## src/rtl/tm1638_pkg.sv

```systemverilog
// Shared TM1638 command bytes, sequencer state encoding and key-scan helpers.
package tm1638_pkg;

   localparam logic [7:0] CMD_KEY_READ   = 8'h42;
   localparam logic [7:0] CMD_WRITE_AUTO = 8'h40;
   localparam logic [7:0] CMD_ADDR_0     = 8'hC0;
   localparam logic [7:0] CMD_DISP_ON    = 8'h88;

   localparam int N_KEY_BYTES  = 4;
   localparam int N_DATA_BYTES = 16;

   typedef enum logic [3:0] {
      IDLE,
      KEY_CMD,
      KEY_RD,
      WR_CMD,
      ADDR_CMD,
      DATA,
      DISP_CMD,
      GAP,
      FRAME_END
   } tm_state_e;

   typedef enum logic [1:0] {
      PH_ISSUE,
      PH_WAIT_HI,
      PH_WAIT_LO
   } byte_phase_e;

   // Scan byte i carries one key on bit 0 and one on bit 4.
   function automatic logic [7:0] key_merge(input logic [7:0] acc,
                                            input logic [1:0] idx,
                                            input logic [7:0] rd);
      logic [7:0] r;
      r = acc;
      case (idx)
         2'd0: begin r[7] = rd[0]; r[3] = rd[4]; end
         2'd1: begin r[6] = rd[0]; r[2] = rd[4]; end
         2'd2: begin r[5] = rd[0]; r[1] = rd[4]; end
         default: begin r[4] = rd[0]; r[0] = rd[4]; end
      endcase
      return r;
   endfunction

   function automatic logic [7:0] disp_cmd(input logic en, input logic [2:0] lvl);
      return {CMD_DISP_ON[7:4], en, lvl};
   endfunction

endpackage

```

## src/rtl/tm1638_sequencer.sv

```systemverilog
// Frame sequencer for a TM1638 display/key driver; talks to an external byte
// engine through a latch/busy handshake and owns the chip-select pin.
//
// state     | meaning
// IDLE      | waiting for a frame request
// KEY_CMD   | sending 0x42 (key scan)
// KEY_RD    | reading the 4 key-scan bytes
// WR_CMD    | sending 0x40 (auto-increment write)
// ADDR_CMD  | sending 0xC0 (start address)
// DATA      | sending 16 digit/LED bytes
// DISP_CMD  | sending display control
// GAP       | chip select held high between transactions
// FRAME_END | frame_done pulse, back to IDLE
module tm1638_sequencer
   import tm1638_pkg::*;
#(
   parameter int TICK_DIV = 20,
   parameter int CS_GAP   = 2
) (
   input  logic        clk,
   input  logic        rst,
   input  logic [63:0] seg_data,
   input  logic [7:0]  led_data,
   input  logic [2:0]  bright,
   input  logic        disp_en,
   output logic        tm_cs,
   output logic        eng_latch,
   output logic        eng_rw,
   output logic [7:0]  eng_wdata,
   input  logic [7:0]  eng_rdata,
   input  logic        eng_busy,
   output logic [7:0]  keys,
   output logic        keys_valid,
   output logic        frame_done
);

   localparam logic [7:0] GAP_LOAD = (CS_GAP > 0) ? 8'(CS_GAP - 1) : 8'd0;

   logic [TICK_DIV-1:0] r_tick_cnt;
   logic                r_req;
   tm_state_e           r_state;
   tm_state_e           r_after_gap;
   byte_phase_e         r_phase;
   logic [3:0]          r_idx;
   logic [7:0]          r_gap_cnt;
   logic [63:0]         r_seg;
   logic [7:0]          r_led;
   logic [2:0]          r_bright;
   logic                r_en;
   logic [7:0]          r_key_acc;

   logic                w_tick_wrap;
   logic [7:0]          w_data_byte;
   logic [7:0]          w_tx_byte;
   logic [7:0]          w_key_next;

   assign w_tick_wrap = &r_tick_cnt;
   assign w_key_next  = key_merge(r_key_acc, r_idx[1:0], eng_rdata);

   // Even data slots carry a digit, odd slots the matching LED bit.
   assign w_data_byte = r_idx[0] ? {7'b0, r_led[r_idx[3:1]]}
                                 : r_seg[{r_idx[3:1], 3'b000} +: 8];

   always_comb begin
      w_tx_byte = 8'h00;
      case (r_state)
         KEY_CMD:  w_tx_byte = CMD_KEY_READ;
         WR_CMD:   w_tx_byte = CMD_WRITE_AUTO;
         ADDR_CMD: w_tx_byte = CMD_ADDR_0;
         DATA:     w_tx_byte = w_data_byte;
         DISP_CMD: w_tx_byte = disp_cmd(r_en, r_bright);
         default:  w_tx_byte = 8'h00;
      endcase
   end

   always_ff @(posedge clk or posedge rst) begin
      if (rst) begin
         r_tick_cnt <= '0;
      end else begin
         r_tick_cnt <= r_tick_cnt + 1'b1;
      end
   end

   // One-deep request: any number of wraps during a frame collapse into one.
   always_ff @(posedge clk or posedge rst) begin
      if (rst) begin
         r_req <= 1'b0;
      end else if (w_tick_wrap) begin
         r_req <= 1'b1;
      end else if (r_state == IDLE) begin
         r_req <= 1'b0;
      end
   end

   always_ff @(posedge clk or posedge rst) begin
      if (rst) begin
         r_state     <= IDLE;
         r_after_gap <= IDLE;
         r_phase     <= PH_ISSUE;
         r_idx       <= '0;
         r_gap_cnt   <= '0;
         r_seg       <= '0;
         r_led       <= '0;
         r_bright    <= '0;
         r_en        <= 1'b0;
         r_key_acc   <= '0;
         tm_cs       <= 1'b1;
         eng_latch   <= 1'b0;
         eng_rw      <= 1'b1;
         eng_wdata   <= 8'h00;
         keys        <= 8'h00;
         keys_valid  <= 1'b0;
         frame_done  <= 1'b0;
      end else begin
         eng_latch  <= 1'b0;
         keys_valid <= 1'b0;
         frame_done <= 1'b0;
         case (r_state)
            IDLE: begin
               if (r_req) begin
                  r_seg    <= seg_data;
                  r_led    <= led_data;
                  r_bright <= bright;
                  r_en     <= disp_en;
                  tm_cs    <= 1'b0;
                  r_phase  <= PH_ISSUE;
                  r_state  <= KEY_CMD;
               end
            end
            KEY_CMD, KEY_RD, WR_CMD, ADDR_CMD, DATA, DISP_CMD: begin
               case (r_phase)
                  PH_ISSUE: begin
                     if (!eng_busy) begin
                        eng_latch <= 1'b1;
                        eng_wdata <= w_tx_byte;
                        eng_rw    <= (r_state != KEY_RD);
                        r_phase   <= PH_WAIT_HI;
                     end
                  end
                  PH_WAIT_HI: begin
                     if (eng_busy) begin
                        r_phase <= PH_WAIT_LO;
                     end
                  end
                  PH_WAIT_LO: begin
                     if (!eng_busy) begin
                        r_phase <= PH_ISSUE;
                        case (r_state)
                           KEY_CMD: begin
                              r_idx   <= '0;
                              r_state <= KEY_RD;
                           end
                           KEY_RD: begin
                              r_key_acc <= w_key_next;
                              if (r_idx == 4'(N_KEY_BYTES - 1)) begin
                                 keys        <= w_key_next;
                                 keys_valid  <= 1'b1;
                                 tm_cs       <= 1'b1;
                                 r_gap_cnt   <= GAP_LOAD;
                                 r_after_gap <= WR_CMD;
                                 r_state     <= GAP;
                              end else begin
                                 r_idx <= r_idx + 4'd1;
                              end
                           end
                           WR_CMD: begin
                              tm_cs       <= 1'b1;
                              r_gap_cnt   <= GAP_LOAD;
                              r_after_gap <= ADDR_CMD;
                              r_state     <= GAP;
                           end
                           ADDR_CMD: begin
                              r_idx   <= '0;
                              r_state <= DATA;
                           end
                           DATA: begin
                              if (r_idx == 4'(N_DATA_BYTES - 1)) begin
                                 tm_cs       <= 1'b1;
                                 r_gap_cnt   <= GAP_LOAD;
                                 r_after_gap <= DISP_CMD;
                                 r_state     <= GAP;
                              end else begin
                                 r_idx <= r_idx + 4'd1;
                              end
                           end
                           default: begin
                              tm_cs       <= 1'b1;
                              r_gap_cnt   <= GAP_LOAD;
                              r_after_gap <= FRAME_END;
                              r_state     <= GAP;
                           end
                        endcase
                     end
                  end
                  default: r_phase <= PH_ISSUE;
               endcase
            end
            GAP: begin
               if (r_gap_cnt == 8'd0) begin
                  r_state <= r_after_gap;
                  if (r_after_gap == FRAME_END) begin
                     frame_done <= 1'b1;
                  end else begin
                     tm_cs <= 1'b0;
                  end
               end else begin
                  r_gap_cnt <= r_gap_cnt - 8'd1;
               end
            end
            FRAME_END: r_state <= IDLE;
            default:   r_state <= IDLE;
         endcase
      end
   end

endmodule
```

## config.mk

```make
export PLATFORM = sky130hd
export DESIGN_NAME = tm1638_sequencer
export DESIGN_NICKNAME = d
export VERILOG_FILES = /design/src/rtl/tm1638_pkg.sv /design/src/rtl/tm1638_sequencer.sv
export SDC_FILE = /design/constraint.sdc
export NUM_CORES = 1
export LEC_CHECK = 0
export BUFFER_PORTS_ARGS = -buffer_cell sky130_fd_sc_hd__buf_2
export CAP_MARGIN = 10
export CORE_UTILIZATION = 55
export CTS_CLUSTER_DIAMETER = 50
export DETAILED_ROUTE_END_ITERATION = 12
export PLACE_DENSITY = 0.89
export SLEW_MARGIN = 30
export SYNTH_ARGS = -nofsm -noshare
export SYNTH_HDL_FRONTEND = slang
export SYNTH_SLANG_ARGS = --single-unit
```

## constraint.sdc

```tcl
create_clock -name clk -period 5.5 [get_ports clk]
set_input_delay 0.275 -clock clk [delete_from_list [all_inputs] [get_ports clk]]
set_output_delay 0.275 -clock clk [all_outputs]
set_load 0.02 [all_outputs]
```

==> reports/qor.log <==
INFO  pwr            netSwitchingFraction=21.9%
INFO  place          placed_cell_area=7400squm
INFO  clock_tree     ctsLongestPathBuffers=2
INFO  clock_tree     cts_buffers=17
INFO  die            design.die.area=12800squm
INFO  sta            setup_tns=0ns
INFO  sta            worst_hold_slack=0.0851ns
INFO  drt            dr.pass1.iters=5
INFO  sta            hold_viol=0
INFO  place          portBuffers=101
INFO  place          place_congestion=0.750
INFO  global_route   globalRouteTotalUtil=25.7%
INFO  pwr            ir_worst_vdd=0.000218V
INFO  layout         post_layout_nonfiller_instances=801
INFO  pwr            seqPwrFrac=47.6%
INFO  setup_path     critical_path.top_delay_family=simple AND/OR/NAND/NOR gates
INFO  logic_synthesis async_reset_ff_share=100%
INFO  global_route   number_of_global_route_vias_before_repair=5111
INFO  setup_path     setup.worst_path.end_class=flip-flop
INFO  die            dieHeight=113microns
INFO  setup_path     timing.critical_path.slowest_stage_cell=or3b_1
INFO  job            maxCapViolCount=0
INFO  clock_tree     cts_resized=0
INFO  drt            drt_drc_violations_left=0
INFO  clock_tree     htree_levels=4
INFO  setup_path     timing.critical_path.fanout_max=25
INFO  logic_synthesis post_synth.cell_area_avg=12.5squm
INFO  die            die_w=113microns
INFO  die            io_pins=108
INFO  pwr            p_switching=0.000517W
INFO  global_route   globalRoute.totalOverflow=0
INFO  logic_synthesis sequential_area_share_after_synthesis=53.7%
INFO  clock_tree     path_clk_slew=0.06ns
INFO  layout         layout.cells.most_common=dfrtp_1
INFO  logic_synthesis syn-cell-area=6800squm
INFO  pwr            pwr-share-clk=47.8%
INFO  setup_path     start_kind=flip-flop
INFO  sta            achievable_freq=362MHz
INFO  pwr            internal_power=0.00184W
INFO  setup_path     worstPathRequired=5.80ns
INFO  logic_synthesis postSynth.topFlopCell=dfrtp_1
INFO  setup_path     critPathMaxStageDelay=0.39ns
INFO  sta            maxSlewHeadroom=36.0%
INFO  pwr            power.leakage=3.55nW
INFO  setup_path     timing_worst_setup_path_type=reg2reg
INFO  clock_tree     clock_sink_count=146
INFO  min_path       hold_path.class=in2reg
INFO  logic_synthesis count_of_flip_flops_with_a_built_in_enable_after_synthesis=0
INFO  die            core-area=12000squm
INFO  setup_path     critical_path_buf_inv_count=1
INFO  setup_path     critPathArrivalTime=3.06ns
INFO  die            start_util=56.6%
INFO  layout         drive_gt1_share=38.1%
INFO  sta            setup_viol=0
INFO  die            rows=40
INFO  logic_synthesis synth_warnings=0
INFO  sta            period_utilization=50.2%
INFO  logic_synthesis syn_nets=638
INFO  layout         flow.area_growth_from_synthesis=17.8%
INFO  layout         postLayoutCellArea=8010squm
INFO  run_status     status=finished, final reports clean
INFO  logic_synthesis synth.ff_latch_count=146
INFO  drt            final_routed_wirelength_across_all_metal_layers=15300microns
INFO  drt            first_iter_violations=377
INFO  pwr            combinational_power_share=4.6%
INFO  place          dpl_wire_length=10200microns
INFO  sta            setup_repair_after_global_routing_missed_its_margin=no
INFO  sta            drv_slew=0
INFO  sta            fin_skew=0.00636ns
INFO  place          placedCellCount=767
INFO  drt            ant_nets=0
INFO  layout         fin_nets=735
INFO  logic_synthesis yosys.cell_types.count=61
INFO  pwr            cellPowerDensity=295nW/um^2
INFO  global_route   grt_max_degree=77
INFO  global_route   grt_antenna_before_repair=0
INFO  layout         layout_common_cells=dfrtp_1 (144), buf_2 (101), mux2_2 (87)
INFO  setup_path     timing.critical_path.cells=buf_4 -> ha_1 -> or3b_1 -> a22o_4 -> o21ai_0 -> and2b_1 -> mux2_2
INFO  clock_tree     post_cts_buffers=0
INFO  clock_tree     clock_latency=0.42ns
INFO  drt            wl_per_cell=19.0microns
INFO  layout         antenna-diode-count=0
INFO  drt            post_drt_via_cell_ratio=5.96
INFO  drt            vias=4776
INFO  clock_tree     tritoncts=yes
INFO  sta            final_period_minus_worst_setup_slack=2.76ns
INFO  clock_tree     clock-root-buffer=clkbuf_16
INFO  global_route   grt_first_pass_wirelength=25000microns
INFO  logic_synthesis synthCells=544
INFO  sta            timing_worst_slew_pin_value=0.953ns
stage by stage:
step | power (W) | setup WS, ns | utilization, %
global route | 0.00244 | 2.58 | 66.7
CTS | 0.00238 | 2.75 | 66.5
global placement | 0.00124 | 2.88 | 61.6
finish | 0.00236 | 2.74 | 66.7
detailed placement | 0.00125 | 2.77 | 61.6
floorplan | 0.00120 | 1.31 | -
path summary, 6_finish.rpt:
| check | end | slack [ns] | cells after the start | from |
|---|---|---|---|---|
| setup reg to reg | r_state[0]$_DFFE_PP0P_ | 2.74 | 7 | r_idx[1]$_DFFE_PP0P_ |
| hold reg to reg | r_tick_cnt[17]$_DFF_PP0_ | 0.47 | 1 | r_tick_cnt[17]$_DFF_PP0_ |
| min in group asynchronous | r_seg[48]$_DFFE_PP0P_ | 0.53 | 3 | rst |
| hold / removal | r_seg[25]$_DFFE_PP0P_ | 0.09 | 2 | seg_data[25] |
| max in group asynchronous | eng_latch$_DFF_PP0_ | 3.91 | 4 | rst |
| setup / recovery | r_state[0]$_DFFE_PP0P_ | 2.74 | 7 | r_idx[1]$_DFFE_PP0P_ |
cell usage after synthesis, types with 2 or more instances:
| cell type | count | share of area [%] |
|---|---|---|
| mux2_2 | 87 | 14 |
| and3_1 | 5 | 0.46 |
| xnor2_1 | 17 | 2.2 |
| dfrtp_1 | 144 | 53 |
| nand2b_1 | 3 | 0.28 |
| o2111ai_1 | 2 | 0.26 |
| dfstp_2 | 2 | 0.77 |
| nor3b_1 | 2 | 0.22 |
| nor2b_1 | 2 | 0.18 |
| o22a_1 | 2 | 0.26 |
| o21bai_1 | 3 | 0.33 |
| and2b_1 | 2 | 0.22 |
| buf_2 | 16 | 1.2 |
| nand3b_1 | 3 | 0.33 |
| or3b_1 | 3 | 0.39 |
| nand4_1 | 7 | 0.64 |
| clkbuf_1 | 7 | 0.39 |
| nor4_1 | 3 | 0.28 |
| mux4_2 | 15 | 5.0 |
| o41ai_1 | 2 | 0.26 |
| buf_1 | 4 | 0.22 |
| nor2_1 | 27 | 1.5 |
| nand2_1 | 48 | 2.6 |
| a22oi_1 | 4 | 0.44 |
| nor3_1 | 8 | 0.59 |
| ha_1 | 7 | 1.3 |
| nor4bb_1 | 2 | 0.29 |
| nand4b_1 | 3 | 0.39 |
| nand3_1 | 17 | 1.3 |
| xor2_1 | 9 | 1.2 |
| mux2i_1 | 10 | 1.5 |
| nor4b_2 | 2 | 0.44 |
| a21oi_1 | 19 | 1.4 |
| a211oi_1 | 3 | 0.33 |
| o21ai_0 | 16 | 1.2 |
| inv_1 | 13 | 0.72 |
logic make-up (layout without fill, tap and decap cells):
kind of cell             after synthesis  count (layout)  synth area share (%)
XOR/XNOR                              26              26                  3.35
flip-flops                           146             146                  53.7
buffers and inverters                 42             152                  2.72
multiplexers                         113             113                  21.1
AND/OR/NAND/NOR                      148             148                  11.6
AO/OA/AOI/OAI                         62              62                  6.22
adder cells (fa/ha/maj)                7               7                  1.29
per-layer routing:
layer | up-vias | track usage, % | share of wire [%]
li1 | 2147 | - | -
met1 | 2380 | 31.3 | 40
met2 | 205 | 42.5 | 51
met3 | 44 | 6.59 | 5.8
met4 | 0 | 13.7 | 3.0
met5 | - | 0 | 0
repair_timing:
action / in CTS / in global routing
endpoints found under the hold margin: 75 / 0
hold buffers: 1 / 0
setup endpoints to repair: 0 / 0
layout make-up:
class	count	area [sq um]
Fill cell	824	4000
Sequential cell	146	3660
Multi-Input combinational cell	356	2970
Timing Repair Buffer	106	562
Clock buffer	21	450
Tap cell	147	184
Clock inverter	11	130
Inverter	14	57.6
flip-flops by register name, summed over array words and instances (netlist names), 2 cells and up:
register and cells:
eng_wdata 8, r_after_gap 4, r_gap_cnt 8, r_tick_cnt 20, r_key_acc 6, r_bright 3
keys 8, r_phase 2, r_idx 4, r_seg 64, r_led 8, r_state 4
power by group through the flow:
stage	registers (W)	clock network [W]	logic (W)
after floorplan	0.00114	0	0.0000552
final	0.00112	0.00113	0.000109
after CTS	0.00112	0.00114	0.000111
after detailed placement	0.00114	0	0.000109
after global placement	0.00114	0	0.000102
after global routing	0.00113	0.00119	0.000121
(Power assumes the default switching activity.)
